--- src/rtl/alarm_sequencer.sv ---
// Arming/alarm sequencer: exit and entry delays, latched alarm, blinking LEDs
// and a seconds countdown for the 7-segment display path.
module alarm_sequencer #(
  parameter int TICKS_PER_SEC = 50,
  parameter int EXIT_S        = 30,
  parameter int ENTRY_S       = 15
) (
  input  logic       clk,
  input  logic       rst,
  input  logic       en,
  input  logic       mov,
  input  logic       pres,
  input  logic       temp_alta,
  output logic       led_en,
  output logic       led_pelig,
  output logic       disp_en,
  output logic [5:0] disp_val,
  output logic [2:0] estado
);

  localparam int PW = (TICKS_PER_SEC > 2) ? $clog2(TICKS_PER_SEC) : 1;
  localparam logic [PW-1:0] PRE_LAST = PW'(TICKS_PER_SEC - 1);
  localparam logic [PW-1:0] PRE_HALF = PW'(TICKS_PER_SEC / 2 - 1);
  localparam logic [PW-1:0] PRE_ONE  = PW'(1);

  typedef enum logic [2:0] {
    S_DISARMED = 3'b000,
    S_EXIT     = 3'b001,
    S_ARMED    = 3'b010,
    S_ENTRY    = 3'b011,
    S_ALARM    = 3'b100
  } state_t;

  // Synchronizer bit order: {temp, pres, mov, en}
  logic [3:0]    sync1_q, sync1_d;
  logic [3:0]    sync2_q, sync2_d;
  state_t        state_q, state_d;
  logic [PW-1:0] presc_q, presc_d;
  logic [5:0]    cnt_q, cnt_d;
  logic          blink_q, blink_d;
  logic          led_en_q, led_en_d;
  logic          led_pelig_q, led_pelig_d;
  logic          disp_en_q, disp_en_d;
  logic [5:0]    disp_val_q, disp_val_d;

  logic en_s, mov_s, pres_s, temp_s;
  logic sec_tick, half_tick, expiry, chg;

  assign {temp_s, pres_s, mov_s, en_s} = sync2_q;
  assign sec_tick  = (presc_q == PRE_LAST);
  assign half_tick = (presc_q == PRE_HALF) || sec_tick;
  assign expiry    = sec_tick && (cnt_q == 6'd1);

  always_comb begin
    sync1_d = {temp_alta, pres, mov, en};
    sync2_d = sync1_q;

    state_d = state_q;
    if (temp_s) begin
      state_d = S_ALARM;
    end else if (!en_s && state_q != S_ALARM) begin
      state_d = S_DISARMED;
    end else begin
      case (state_q)
        S_DISARMED: if (en_s) state_d = S_EXIT;
        S_EXIT:     if (expiry) state_d = S_ARMED;
        S_ARMED: begin
          if (pres_s)     state_d = S_ALARM;
          else if (mov_s) state_d = S_ENTRY;
        end
        S_ENTRY:    if (expiry) state_d = S_ALARM;
        S_ALARM:    if (!en_s) state_d = S_DISARMED;
        default:    state_d = S_DISARMED;
      endcase
    end

    // Any state change realigns the prescaler and blink phase to a fresh second.
    chg     = (state_d != state_q);
    presc_d = (chg || sec_tick) ? '0 : presc_q + PRE_ONE;
    blink_d = chg ? 1'b1 : (half_tick ? ~blink_q : blink_q);

    case (state_d)
      S_EXIT:  cnt_d = chg ? 6'(EXIT_S)  : (sec_tick ? cnt_q - 6'd1 : cnt_q);
      S_ENTRY: cnt_d = chg ? 6'(ENTRY_S) : (sec_tick ? cnt_q - 6'd1 : cnt_q);
      default: cnt_d = 6'd0;
    endcase

    disp_en_d   = (state_d == S_EXIT) || (state_d == S_ENTRY);
    disp_val_d  = disp_en_d ? cnt_d : 6'd0;
    led_en_d    = (state_d == S_ARMED) || (disp_en_d && blink_d);
    led_pelig_d = (state_d == S_ALARM) && blink_d;
  end

  always_ff @(posedge clk or negedge rst) begin
    if (!rst) begin
      sync1_q     <= '0;
      sync2_q     <= '0;
      state_q     <= S_DISARMED;
      presc_q     <= '0;
      cnt_q       <= '0;
      blink_q     <= 1'b0;
      led_en_q    <= 1'b0;
      led_pelig_q <= 1'b0;
      disp_en_q   <= 1'b0;
      disp_val_q  <= '0;
    end else begin
      sync1_q     <= sync1_d;
      sync2_q     <= sync2_d;
      state_q     <= state_d;
      presc_q     <= presc_d;
      cnt_q       <= cnt_d;
      blink_q     <= blink_d;
      led_en_q    <= led_en_d;
      led_pelig_q <= led_pelig_d;
      disp_en_q   <= disp_en_d;
      disp_val_q  <= disp_val_d;
    end
  end

  assign estado    = state_q;
  assign led_en    = led_en_q;
  assign led_pelig = led_pelig_q;
  assign disp_en   = disp_en_q;
  assign disp_val  = disp_val_q;

endmodule

--- config.mk ---
export PLATFORM = sky130hd
export DESIGN_NAME = alarm_sequencer
export DESIGN_NICKNAME = d
export VERILOG_FILES = /design/src/rtl/alarm_sequencer.sv
export SDC_FILE = /design/constraint.sdc
export NUM_CORES = 1
export LEC_CHECK = 0
export CAP_MARGIN = 20
export CORE_ASPECT_RATIO = 0.5
export CORE_MARGIN = 2
export CORE_UTILIZATION = 48
export DETAILED_ROUTE_END_ITERATION = 10
export GPL_TIMING_DRIVEN = 0
export PLACE_DENSITY_LB_ADDON = 0.05
export SETUP_SLACK_MARGIN = 0.3
export SKIP_CTS_REPAIR_TIMING = 1
export SLEW_MARGIN = 40
export SYNTH_ARGS = -nofsm -noshare
export SYNTH_HDL_FRONTEND = slang
export SYNTH_SLANG_ARGS = --single-unit
export TNS_END_PERCENT = 5
--- constraint.sdc ---
create_clock -name clk -period 1.9 [get_ports clk]
set_clock_uncertainty 0.05 [all_clocks]
set_input_delay 0.285 -clock clk [delete_from_list [all_inputs] [get_ports clk]]
set_output_delay 0.285 -clock clk [all_outputs]
set_load 0.05 [all_outputs]
==> run metrics <==
status=complete, but fails checks; violated checks=hold timing; PortBufs=17; fin nets=164; Seq. cell area=685.7 um2; area fraction in compound gates after synthesis=10.91%; Core Region=2651 um2; worst reg-to-reg setup slack=0.007 ns; CTS Buf Count=3; GRT overflow=0; antenna cells=0; CP Capture Type=register; post-synthesis simple-gate area fraction=23.74%; global-route wire length before repair=4.215 mm; RSZ-0062 raised after global routing=yes; FF+latch count, synth=27; GP Congestion=0.7569; CP arrival=2.01 ns; CTS tree=built; Worst-Skew Late Latency=0.28 ns; synthesized area per cell=11.01 um2; Synth Instances=124; most common cell in the netlist=dfrtp_1; Setup WS pre-CTS=-0.07236 ns; max cap viols=0; mux cell area share after synthesis=1.925%; area occupied by multi-input gates=705.7 um2; fin crit share=99.62%; asr flop ratio synth=100.0%; pwr dens=694.7 nW/um2; Yosys top cell by area=dfrtp_1; setup_tns=0 ns; fin. max-slew vios=0; Die Height=41.71 um; DR WL/cell=13.75 um; die width=79.42 um; effective utilization at floorplan=51.49%; H-tree depth=1; Post-synth EDFFs=0; setup ws final=0.007139 ns; Worst Setup Path Type=reg -> reg; Slew @ Worst Pin=0.5906 ns; Commonest cells post-synth=dfrtp_1 (27), a21oi_1 (7), inv_1 (7), nor2_1 (7), xor2_1 (7); drt first-iter violations=48; Synth cell types=43; Hold WS=-0.04905 ns; peak supply drop=0.0004939 V; Clock Tree Buf Depth=2; Main synth FF type=dfrtp_1; fraction of layout cells with a size suffix above 1=32.24%; routed wire length=2.598 mm; Finished Core Util=66.59%; gr usage total=16.60%; First-pass DRT Iterations=4; IO Count=18; vias in the first global route=893; Cell Area, Placed=1600 um2; Root Driver=clkbuf_8; Pwr Total=1227 uW; Yosys top cell area share=49.50%; # DRC=0; cell area after layout=1765 um2; largest cells by area after synthesis=dfrtp_1 (49%), ha_1 (4.6%), xor2_1 (4.5%); die area=3312 um2; largest family of logic cells by synthesized area=simple AND/OR/NAND/NOR gates; Adder-Cell Fraction of Synth Area=4.583%; critical path launch point type=register; final hold vios=27; Cell Rows=13; largest fanout on the critical path=10; worst hold-check path type=in -> async; largest net degree at the start of global routing=28; Fmax=528.3 MHz; Pleak=0.0008835 uW; synth warn=0; post-detail-place hpwl=1.782 mm; Routed Antenna Nets=0; # clock sinks=27; # fillers=223; slew margin rel.=60.63%; Tmin final=1.893 ns; syn_nets=135; Critical Path RT=2.02 ns; initial antenna violation count=0; Area growth syn-to-layout=29.33%; Vias=944; routed vias/inst=4.995; sequential area share after synthesis=49.50%; xor/xnor cell area share of the yosys netlist=6.416%; synthesized cell area=1365 um2; clock-pin slew on the worst setup and hold paths=0.10 ns; final setup violation count=0
-- sequential cells by signal (all words and copies together) (netlist names) --
register	flops
blink_q	1
sync2_q	4
presc_q	6
sync1_q	4
disp_val	5
led_pelig	1
disp_en	1
cnt_q	1
led_en	1
estado	3
-- worst paths after layout --
| kind | from | end | cells past startpoint |
|---|---|---|---|
| worst max-delay path | estado[0] | led_en | 6 |
| worst max register to register | estado[0] | led_en | 6 |
| worst min register to register | sync1_q[3] | sync2_q[3] | 0 |
| min in group clk | sync1_q[3] | sync2_q[3] | 0 |
| worst min-delay path | rst | disp_en | 1 |
| max in group asynchronous | rst | presc_q[0] | 1 |
-- placed cells by master, fill, tap and decap left out, types with 5 or more instances in the layout --
master / instances
dfrtp_2: 8
dfrtp_1: 19
a21oi_1: 6
dlymetal6s2s_1: 10
nor2_2: 6
nor2_1: 6
nand2_1: 5
inv_1: 6
xor2_1: 7
buf_4: 7
-- metrics by stage --
| stage | std cells | hold slack, ns |
|---|---|---|
| 2_1_floorplan | 124 | -0.06059 |
| 3_3_place_gp | 178 | 0.2843 |
| 3_5_place_dp | 178 | 0.2763 |
| 4_1_cts | 182 | -0.03163 |
| 5_1_grt | 189 | 0.0003348 |
| 6_report | 189 | -0.04905 |
-- cell families (layout without fill, tap and decap cells) --
logic type | Yosys count | in the layout
multiplexers | 2 | 2
adder cells (fa/ha/maj) | 5 | 5
AO/OA/AOI/OAI | 22 | 22
XOR/XNOR | 10 | 10
buffers and inverters | 10 | 38
flip-flops | 27 | 27
AND/OR/NAND/NOR | 48 | 48
-- worst max-delay path, stage by stage (launching register included) --
cell and delay, ns:
dfrtp_2 0.42, buf_6 0.14, nand2b_4 0.14, a211oi_4 0.29, o21ai_2 0.16, or3_1 0.32
mux2_4 0.27
-- routing by layer --
metal	GRT usage (%)	part of all wire, %	vias to the layer above
li1	-	-	475
met1	25.71	51	450
met2	23.39	44	15
met3	4.565	4.2	4
met4	3.103	0.73	0
met5	0	0	-
-- layout make-up --
| type | count | area share (%) |
|---|---|---|
| buffer | 2 | 0.9213 |
| clock buffer | 3 | 2.339 |
| clock inverter | 1 | 0.4252 |
| inverter | 8 | 1.701 |
| multi-input combinational | 87 | 39.97 |
| sequential | 27 | 38.84 |
| tap | 37 | 2.622 |
| timing repair buffer | 24 | 13.18 |
-- power breakdown --
group,total (uW),switching (uW),internal (uW)
registers,671,51.9,620
clock network,332,183,149
logic,223,121,102
total,1230,356,871
No activity file was read; power rests on OpenSTA's default activity.
